**config.mk**
```make
export PLATFORM = sky130hd
export DESIGN_NAME = simple_mac_rx
export DESIGN_NICKNAME = d
export VERILOG_FILES = /design/src/rtl/simple_mac_rx.sv
export SDC_FILE = /design/constraint.sdc
export NUM_CORES = 1
export LEC_CHECK = 0
export ABC_AREA = 1
export ABC_CLOCK_PERIOD_IN_PS = 3500
export CORE_AREA = 10 10 145 147
export DETAILED_ROUTE_END_ITERATION = 10
export DIE_AREA = 0 0 155 157
export SYNTH_ARGS = -nofsm -noshare
export SYNTH_HDL_FRONTEND = slang
export SYNTH_SLANG_ARGS = --single-unit
```
**constraint.sdc**
```tcl
create_clock -name eth_rxclk -period 3.5 [get_ports eth_rxclk]
set_clock_uncertainty 0.05 [all_clocks]
set_input_delay 0.875 -clock eth_rxclk [delete_from_list [all_inputs] [get_ports eth_rxclk]]
set_output_delay 0.875 -clock eth_rxclk [all_outputs]
set_load 0.05 [all_outputs]
```
**src/rtl/simple_mac_rx.sv**
```systemverilog
// MII receive MAC: strips preamble/SFD, assembles bytes, checks the FCS, drops it on output.
// Define RX_STATS_EN to add the rx_frame_cnt / rx_bad_cnt statistics ports.
module simple_mac_rx #(
  parameter int MIN_FRAME = 64,
  parameter int MAX_FRAME = 1518
) (
  input  logic        eth_rxclk,
  input  logic        rstn,
  input  logic        eth_rxdv,
  input  logic        eth_rxer,
  input  logic [3:0]  eth_rxd,
  output logic [7:0]  rx_data,
  output logic        rx_valid,
  output logic        rx_sop,
  output logic        rx_eop,
  output logic        rx_err,
  output logic        rx_crc_err,
  output logic        rx_busy
`ifdef RX_STATS_EN
  ,
  output logic [31:0] rx_frame_cnt,
  output logic [31:0] rx_bad_cnt
`endif
);

  localparam int CW = $clog2(MAX_FRAME + 2);
  localparam logic [31:0] CRC_RESIDUE = 32'hDEBB20E3;

  typedef enum logic [1:0] {IDLE, PREAMBLE, DATA, DROP} state_t;

  state_t          state;
  logic            phase;
  logic [3:0]      low_nib;
  logic [31:0]     crc;
  logic [CW-1:0]   cnt;
  logic [4:0][7:0] dline;
  logic            rxer_seen;

  logic [7:0]      byte_in;
  logic [CW-1:0]   cnt_next;
  logic [31:0]     crc_next;
  logic            crc_bad;

  function automatic logic [31:0] crc_byte(input logic [31:0] c, input logic [7:0] b);
    logic [31:0] r;
    r = c ^ {24'h0, b};
    for (int unsigned i = 0; i < 8; i++)
      r = r[0] ? ((r >> 1) ^ 32'hEDB88320) : (r >> 1);
    return r;
  endfunction

  always_comb begin
    byte_in  = {eth_rxd, low_nib};
    cnt_next = cnt + 1'b1;
    crc_next = crc_byte(crc, byte_in);
    crc_bad  = (crc != CRC_RESIDUE);
  end

  assign rx_busy = (state == PREAMBLE) || (state == DATA);

  always_ff @(posedge eth_rxclk or negedge rstn) begin
    if (!rstn) begin
      state      <= DROP;
      phase      <= 1'b0;
      low_nib    <= '0;
      crc        <= '1;
      cnt        <= '0;
      dline      <= '0;
      rxer_seen  <= 1'b0;
      rx_data    <= '0;
      rx_valid   <= 1'b0;
      rx_sop     <= 1'b0;
      rx_eop     <= 1'b0;
      rx_err     <= 1'b0;
      rx_crc_err <= 1'b0;
`ifdef RX_STATS_EN
      rx_frame_cnt <= '0;
      rx_bad_cnt   <= '0;
`endif
    end else begin
      rx_valid   <= 1'b0;
      rx_sop     <= 1'b0;
      rx_eop     <= 1'b0;
      rx_err     <= 1'b0;
      rx_crc_err <= 1'b0;
      case (state)
        IDLE: begin
          if (eth_rxdv) begin
            state     <= (eth_rxd == 4'h5) ? PREAMBLE : DROP;
            rxer_seen <= eth_rxer;
          end
        end
        PREAMBLE: begin
          if (!eth_rxdv) begin
            state <= IDLE;
          end else begin
            if (eth_rxer) rxer_seen <= 1'b1;
            if (eth_rxd == 4'hD) begin
              state <= DATA;
              phase <= 1'b0;
              crc   <= '1;
              cnt   <= '0;
            end else if (eth_rxd != 4'h5) begin
              state <= DROP;
            end
          end
        end
        DATA: begin
          if (eth_rxdv) begin
            if (eth_rxer) rxer_seen <= 1'b1;
            if (!phase) begin
              low_nib <= eth_rxd;
              phase   <= 1'b1;
            end else begin
              phase <= 1'b0;
              crc   <= crc_next;
              cnt   <= cnt_next;
              dline <= {dline[3:0], byte_in};
              // dline[4] is byte n-5: always payload while the frame is running
              if (cnt_next > CW'(5)) begin
                rx_valid <= 1'b1;
                rx_data  <= dline[4];
                rx_sop   <= (cnt_next == CW'(6));
                if (cnt_next == CW'(MAX_FRAME + 1)) begin
                  rx_eop <= 1'b1;
                  rx_err <= 1'b1;
                  state  <= DROP;
`ifdef RX_STATS_EN
                  rx_frame_cnt <= rx_frame_cnt + 1'b1;
                  rx_bad_cnt   <= rx_bad_cnt + 1'b1;
`endif
                end
              end
            end
          end else begin
            state <= IDLE;
            // Frame end: dline holds the last payload byte followed by the 4 FCS bytes
            if (cnt >= CW'(5)) begin
              rx_valid   <= 1'b1;
              rx_data    <= dline[4];
              rx_sop     <= (cnt == CW'(5));
              rx_eop     <= 1'b1;
              rx_crc_err <= crc_bad;
              rx_err     <= crc_bad | rxer_seen | phase | (cnt < CW'(MIN_FRAME));
`ifdef RX_STATS_EN
              rx_frame_cnt <= rx_frame_cnt + 1'b1;
              if (crc_bad | rxer_seen | phase | (cnt < CW'(MIN_FRAME)))
                rx_bad_cnt <= rx_bad_cnt + 1'b1;
            end else begin
              rx_bad_cnt <= rx_bad_cnt + 1'b1;
`endif
            end
          end
        end
        default: begin
          if (!eth_rxdv) state <= IDLE;
        end
      endcase
    end
  end

endmodule

```
; ---- Word level (Yosys, flattened, before mapping)
; Cells that the tools add are included.
[op_classes]
order_cmp = 3
n_reduce_logical = 13
addsub = 1
bitwise = 13
eq_ne = 23
n_mux = 63
[op_table]
columns = cell, n
row1 = $mux W32, 12
row2 = $not A13 Y14, 8
row3 = $pmux W32 S2, 1
row4 = $mux W11, 4
row5 = $mux W8, 4
row6 = $ne A32 B32 Y1 const B, 1
row7 = $xor A32 B8 Y32, 1
row8 = $mux W1, 28
row9 = $eq A11 B3 Y1 const B, 2
row10 = $pmux W11 S2, 1
row11 = $mux W2, 10
row12 = $reduce_and A4 Y1, 3
row13 = $add A11 B1 Y11 const B, 1
row14 = $eq A11 B11 Y1 const B, 1
row15 = $ge A11 B3 Y1 const B, 1
row16 = $gt A11 B3 Y1 const B, 1
row17 = $lt A11 B7 Y1 const B, 1
row18 = $ne A2 B1 Y1 const B, 5
row19 = $ne A2 B2 Y1 const B, 4
row20 = $ne A3 B2 Y1 const B, 2
row21 = $pmux W2 S3, 1
row22 = $reduce_and A3 Y1, 2
row23 = $reduce_and A6 Y1, 1
row24 = $reduce_bool A2 Y1, 3
row25 = 15 further kinds, 18
[word_totals]
elab_cells = 133
in_bits = 8
out_inout_bits = 14
regBits = 104

; ---- Longest topological paths before layout
; Gate-level depths: netlist of the first run.
[logic_depth]
ltp_word = 20
ltp_mapped = 15
depth_no_buf = 15

; ---- Least setup slack after synthesis of the first run
; No wires, ideal clock.
[synth_timing]
path_kind = input -> register
start = input eth_rxdv
end = register crc[28]
n_path_buf = 3
required_ns = 3.364
t_arrival_ns = 2.001
stages = 7
path_slack_ns = 1.363
setup_ns = 0.086
path_cell_list = buf_2 -> nand2_1 -> inv_2 -> o221ai_2 -> buf_2 -> buf_2 -> a22oi_1
[synth_between]
elab_chain_cells = 2
word_cells_on_any_way = 3
cone_classes = 2 x eq/ne / 1 x reduce/logical
[synth_rtl]
columns = element, line_no
row1 = from (decl), 9  ; input logic eth_rxdv,
row2 = $ne A2 B2 Y1 (no source line), n/a
row3 = $reduce_and A5 Y1 (no source line) (*), n/a
row4 = to (signal assigned), 116  ; crc <= crc_next;
row5 = to (decl), 34  ; logic [31:0] crc;
; Every way passes the cells marked *; elsewhere a longest branch is shown, timed or not.
; A chain may end at the register's enable or synchronous reset.

; ---- Worst setup path in the final report of the first run
[layout_timing]
start = register state[1]
end = output rx_busy
[layout_between]
elab_chain_cells = 2
word_cells_on_any_way = 3
cone_classes = 2 x eq/ne / 1 x reduce/logical
[layout_rtl]
columns = element, line_no
row1 = from (decl), 31  ; state_t state;
row2 = from (signal assigned), 89  ; state <= (eth_rxd == 4'h5) ? PREAMBLE : DROP;
row3 = $eq A2 B1 Y1 or $eq A2 B2 Y1 (tied branches), 59  ; assign rx_busy = (state == PREAMBLE) || (state == DATA);
row4 = $logic_or A1 B1 Y1 (*), 59
row5 = to (decl), 18  ; output logic rx_busy
; Marked as above.

==> metrics.csv, run 1 <==
stage;metric;value;unit
status;status;finished clean;
logic_synthesis;Cells after Synth;678;
die;area of the core;18300;um^2
logic_synthesis;post-synth cell types;44;
critical_path;WS Path Type;reg2out;
power;Comb power frac;0.541;
route;post-route ant nets;0;
timing;worst slew pin tran;0.564;ns
cts;clk root buf;clkbuf_16;
critical_path;R2R depth;10;
timing;relative slew slack;0.622;
timing;Final Max Slew Viols;0;
global_routing;grt total ovfl;0;
global_routing;first-pass GRT wire length;22.6;mm
critical_path;critical path data required time;2.57;ns
critical_path;FF-to-FF Start;state[0];
timing;final setup margin;0.417;ns
power;PD cells;1080;nW/um^2
cts;Num CTS Buffers;9;
power;Sw Share;0.467;
placed_design;Port Buffer Count;21;
timing;Final Cycle Share;0.881;
logic_synthesis;post-synth top area cell;dfrtp_1;
logic_synthesis;post-synthesis register bit count;104;
placed_design;DP HPWL;9.40;mm
finish;diode count;0;
finish;most common cell after layout, fill and taps aside;nand2_1;
die;initial core utilization;0.311;
cts;post-CTS setup buffers;0;
cts;H-tree levels;3;
timing;Fin Setup TNS;0;ns
finish;Net count, final;722;
cts;# hold bufs at CTS;0;
logic_synthesis;Synth top area share;0.307;
placed_design;GPL Wtd Cong;0.862;
timing;setup violators final;0;
route;vias per cell;4.77;
logic_synthesis;syn_nets;694;
critical_path;CP Launch Type;flip-flop;
cts;Clock transition at path regs;0.07;ns
cts;Sink Count;104;
logic_synthesis;yosys warns;0;
power;clock network power share;0.152;
cts;clock tree buffer depth;2;
power;peak supply drop;0.634;mV
logic_synthesis;Synth area leaders;dfrtp_1 (31%), dfstp_2 (16%), nand2_1 (10%), xor2_1 (5.8%), inv_1 (5.7%);
cts;CTS tree;built;
worst_hold_path;Worst Hold Class;in2async;
critical_path;Crit Path Max Fanout;4;
timing;fmax;324;MHz
route;DRC;0;
placed_design;pre-CTS setup slack;0.536;ns
logic_synthesis;Seq/Total Area, Yosys;0.464;
die;die area;24300;um^2
route;wire length per cell;13.8;um
logic_synthesis;syn avg cell area;8.41;um^2
route;via count;4509;
finish;Filler Cell Count;1907;
die;die height;157;um
critical_path;Crit. End Element;primary output;
finish;layout cells sized above 1;0.148;
critical_path;reg2reg setup slack;1.12;ns
finish;most frequent cells in the layout;nand2_1 (158), inv_1 (87), dfrtp_1 (70);
die;Die Width;155;um
finish;Area growth, synth to finish;14.7;%
critical_path;CP arrival;2.16;ns
route;total wire length;13.1;mm
logic_synthesis;Mapped Area;5700;um^2
power;leakage power total;3.13;nW
route;First-pass DRT Iterations;5;
timing;unrepaired setup endpoints after global routing;no;
global_routing;number of global-route vias before repair;4443;
critical_path;r2r endpoint;crc[20];
power;Net Sw Power;3.28;mW
route;initial DRC count;326;
die;# IOs;22;
flow_run;Max-cap violations;0;
cts;clock latency at the later pin of the worst-skew pair;0.36;ns
cts;PostCTS Resize Cnt;0;
power;Int Power;3.75;mW
global_routing;Total GRT Usage;0.113;
timing;min Tclk post-route;3.08;ns
power;Seq pwr share;0.307;
global_routing;initial antenna violation count;0;
timing;final hold violations;0;
global_routing;pin count of the biggest net entering global routing;88;
die;cell row count;50;
final cells by class:
type	instances	area, um^2	share of cell area
repair buffers	35	325	0.0498
inverters	90	338	0.0517
clock buffers	10	229	0.0350
clock inverters	6	81.3	0.0124
flip-flops and latches	104	2650	0.405
well taps	234	293	0.0448
multi-input cells	466	2620	0.401
cell families (layout without fill, tap and decap cells):
family | Yosys count | count (layout) | synth area share
fa+ha+maj | 8 | 8 | 0.0176
compound gates | 92 | 92 | 0.0935
buf+inv | 108 | 141 | 0.0755
xor+xnor | 52 | 52 | 0.0931
flops | 104 | 104 | 0.464
mux | 7 | 7 | 0.0138
simple gates | 307 | 307 | 0.242
through the flow:
step           std cells  hold slack, ns  utilization  power, mW  cell area, um^2
2_1_floorplan        678           0.399            -       4.99             5700
5_1_grt              945           0.330        0.357       7.65             6540
3_3_place_gp         929           0.419        0.340       5.91             6220
6_report             945           0.321        0.357       7.03             6540
3_5_place_dp         929           0.425        0.340       5.96             6220
4_1_cts              945           0.319        0.357       7.06             6540
worst max path at each step:
stage,start,to,depth (start not counted)
3_3_place_gp,eth_rxdv,dline[27],7
3_5_place_dp,eth_rxdv,dline[6],7
2_1_floorplan,eth_rxdv,crc[28],7
5_1_grt,state[0],rx_busy,3
4_1_cts,state[1],rx_busy,3
6_report,state[1],rx_busy,3
metal layers:
| layer | routed length [um] | vias to the layer above | GRT usage |
|---|---|---|---|
| met4 | 233 | 0 | 0.0346 |
| met2 | 5950 | 106 | 0.179 |
| met5 | 0 | - | 0 |
| li1 | - | 2238 | - |
| met1 | 6150 | 2147 | 0.149 |
| met3 | 737 | 18 | 0.0281 |
power by group through the flow:
stage	registers [mW]	logic, mW	clock network (mW)
2_1_floorplan	2.27	2.72	0
5_1_grt	2.22	4.28	1.15
3_5_place_dp	2.17	3.79	0
6_report	2.15	3.80	1.07
3_3_place_gp	2.16	3.75	0
4_1_cts	2.15	3.81	1.10
flip-flops by register name, indices dropped and copies added, names as in the netlist:
signal,flops
rx_sop,1
rx_eop,1
dline,40
rx_err,1
rxer_seen,1
crc,32
phase,1
state,2
rx_crc_err,1
rx_data,8
low_nib,4
rx_valid,1
cnt,11
Yosys cell counts, drive strengths merged:
cell type,number
dfstp,34
clkbuf,6
xnor2,12
a2bb2oi,2
buf,12
dfrtp,70
o21ai,40
inv,90
o32ai,1
nor2,55
a22o,1
a31oi,1
nand4,22
a21boi,1
ha,8
nand3,41
nand3b,2
mux2,7
a21oi,24
nor4,3
o221ai,1
o21a,2
nor3,9
nand2,168
xor2,40
or2,6
a22oi,6
nand2b,1
o22ai,10
a32oi,3
worst max-delay path, cell delays in order, from the launching register on:
cell	delay [ns]
dfstp_2	0.57
inv_1	0.07
ha_1	0.34
clkdlybuf4s50_1	0.82
(Power assumes the default switching activity.)
==> run 2: changes to the inputs <==
SLEW_MARGIN = 15   (was not set)
==> results of run 2 <==
Same layout as run 1: the final DEF is identical, and so are final timing and power.
==> run 3: changes to the inputs <==
--- a/config.mk
+++ b/config.mk
@@ -12,3 +12,3 @@
 export DIE_AREA = 0 0 155 157
-export SLEW_MARGIN = 15
+export SLEW_MARGIN = 0
 export SYNTH_ARGS = -nofsm -noshare
==> constraint.sdc (replaced) <==
create_clock -name eth_rxclk -period 3.5 [get_ports eth_rxclk]
set_clock_uncertainty 0.05 [all_clocks]
set_input_delay 0.35 -clock eth_rxclk [delete_from_list [all_inputs] [get_ports eth_rxclk]]
set_output_delay 0.35 -clock eth_rxclk [all_outputs]
set_load 0.05 [all_outputs]
==> metrics.csv, run 3 (synthesized netlist as in run 1, its figures left out) <==
stage;metric;value;unit;change
status;status;finished clean;;
route;wire length per cell;13.5;um;-2.2%
route;initial DRC count;216;;-34%
critical_path;CP Launch Type;flip-flop;;
route;DRC;0;;unchanged
critical_path;Buffers & Inverters on Critical Path;2;;unchanged
cts;Sink Count;104;;unchanged
critical_path;crit-path max cell delay;0.57;ns;-0.25 ns
finish;Area growth, synth to finish;13.4;%;
finish;Filler Cell Count;1888;;-1.0%
critical_path;critical path data required time;3.70;ns;+1.13 ns
cts;Num CTS Buffers;9;;unchanged
die;# IOs;22;;unchanged
timing;Final Cycle Share;0.724;;-0.157
finish;register area;2650;um^2;unchanged
die;cell row count;50;;unchanged
die;die height;157;um;unchanged
cts;H-tree levels;3;;unchanged
finish;max reg flops;40;;unchanged
critical_path;Crit Path Max Fanout;56;;+52
die;die area;24300;um^2;unchanged
route;total wire length;12.7;mm;-3.0%
cts;CTS tree;built;;
power;peak supply drop;0.492;mV;-22%
critical_path;CP arrival;2.73;ns;+0.57 ns
finish;most common cell after layout, fill and taps aside;nand2_1;;
route;First-pass DRT Iterations;5;;unchanged
timing;setup violators final;0;;unchanged
die;area of the core;18300;um^2;unchanged
timing;unrepaired setup endpoints after global routing;no;;
global_routing;number of global-route vias before repair;4248;;-4.4%
timing;final hold violations;0;;unchanged
finish;Net count, final;715;;-0.97%
cts;Clock transition at path regs;0.07;ns;about the same
critical_path;crit-path cells;ha_1, nand2_1, inv_2, nand2_2, buf_4, nor2_1, a21oi_1;;
finish;Regs by FF count;dline (40), crc (32), cnt (11);;
finish;diode count;0;;unchanged
cts;# hold bufs at CTS;0;;unchanged
route;vias per cell;4.71;;-1.2%
timing;fmax;395;MHz;+22%
cts;PostCTS Resize Cnt;0;;unchanged
finish;Final Cell Area;6460;um^2;-1.1%
cts;clk root buf;clkbuf_16;;
global_routing;grt total ovfl;0;;unchanged
critical_path;R2R depth;7;;-3
finish;most frequent cells in the layout;nand2_1 (158), inv_1 (87), dfrtp_1 (70);;
route;via count;4420;;-2.0%
cts;clock tree buffer depth;2;;unchanged
placed_design;dpl cell area;6170;um^2;-0.84%
worst_hold_path;Worst Hold Class;in2async;;
critical_path;CP max stage cell;dfstp_2;;
global_routing;pin count of the biggest net entering global routing;58;;-34%
critical_path;WS Path Type;reg2reg;;
timing;Fin Setup TNS;0;ns;unchanged
cts;clock latency at the later pin of the worst-skew pair;0.36;ns;about the same
global_routing;first-pass GRT wire length;22.0;mm;-2.4%
placed_design;GPL Wtd Cong;0.838;;-2.8%
timing;Final Max Slew Viols;0;;unchanged
finish;layout cells sized above 1;0.139;;-0.00847
timing;min Tclk post-route;2.53;ns;-0.550 ns
power;PD cells;1070;nW/um^2;-0.73%
route;post-route ant nets;0;;unchanged
global_routing;Total GRT Usage;0.110;;-0.00307
cts;post-CTS setup buffers;0;;unchanged
placed_design;DP HPWL;9.02;mm;-4.1%
timing;worst slew pin tran;0.885;ns;+0.321 ns
placed_design;Port Buffer Count;21;;unchanged
critical_path;WP depth;7;;+4
die;initial core utilization;0.311;;unchanged
flow_run;Max-cap violations;0;;unchanged
critical_path;Worst path top cell family by delay;simple AND/OR/NAND/NOR gates;;
timing;relative slew slack;0.408;;-0.215
power;total power;6.90;mW;-1.8%
global_routing;initial antenna violation count;0;;unchanged
die;Die Width;155;um;unchanged
finish;Reg with most FFs;dline;;
power;leakage power total;3.09;nW;-1.5%
finish;multi-input logic area;2620;um^2;unchanged
critical_path;Crit. End Element;flip-flop;;
run 3: changes by cell type in the layout (fill, tap and decap cells not counted), sizes merged:
cell and change:
buf -7, clkinv +2, inv -2, bufinv -1, clkinvlp +1
run 3: metrics by stage:
step	instances	hold slack, ns	utilization	worst slack (ns)
2_1_floorplan	678	0.00441	-	1.54
3_3_place_gp	922	0.415	0.337	0.938
3_5_place_dp	922	0.420	0.337	0.879
4_1_cts	938	0.0270	0.353	0.954
5_1_grt	938	0.0554	0.353	0.707
6_report	938	0.00664	0.353	0.967
run 3: report_power, final:
| part | internal (mW) | switching (mW) | leakage, nW |
|---|---|---|---|
| Sequential | 1.81 | 0.342 | 1.23 |
| Clock | 0.503 | 0.499 | 0.140 |
| Combinational | 1.33 | 2.42 | 1.72 |
run 3: final timing paths:
check / from / end / slack, ns
max: state[1] / dline[11] / 0.97
min: rstn / dline[38] / 0.007
max reg2reg: state[1] / dline[11] / 0.97
min reg2reg: dline[26] / dline[26] / 0.44
max in group asynchronous: rstn / crc[7] / 2.61
min in group eth_rxclk: dline[26] / dline[26] / 0.44
run 3: final cells by class:
class,count,area share
sequential,104,0.409
multi-input combinational,466,0.406
inverter,90,0.0523
tap,234,0.0453
timing repair buffer,28,0.0422
clock buffer,10,0.0354
clock inverter,6,0.00987
run 3: layer usage:
layer / vias to the layer above / share of wire / GRT usage / wire length, um
li1: 2228 / - / - / -
met1: 2127 / 0.50 / 0.149 / 6390
met2: 53 / 0.45 / 0.168 / 5720
met3: 12 / 0.035 / 0.0292 / 442
met4: 0 / 0.010 / 0.0324 / 132
met5: - / 0 / 0 / 0
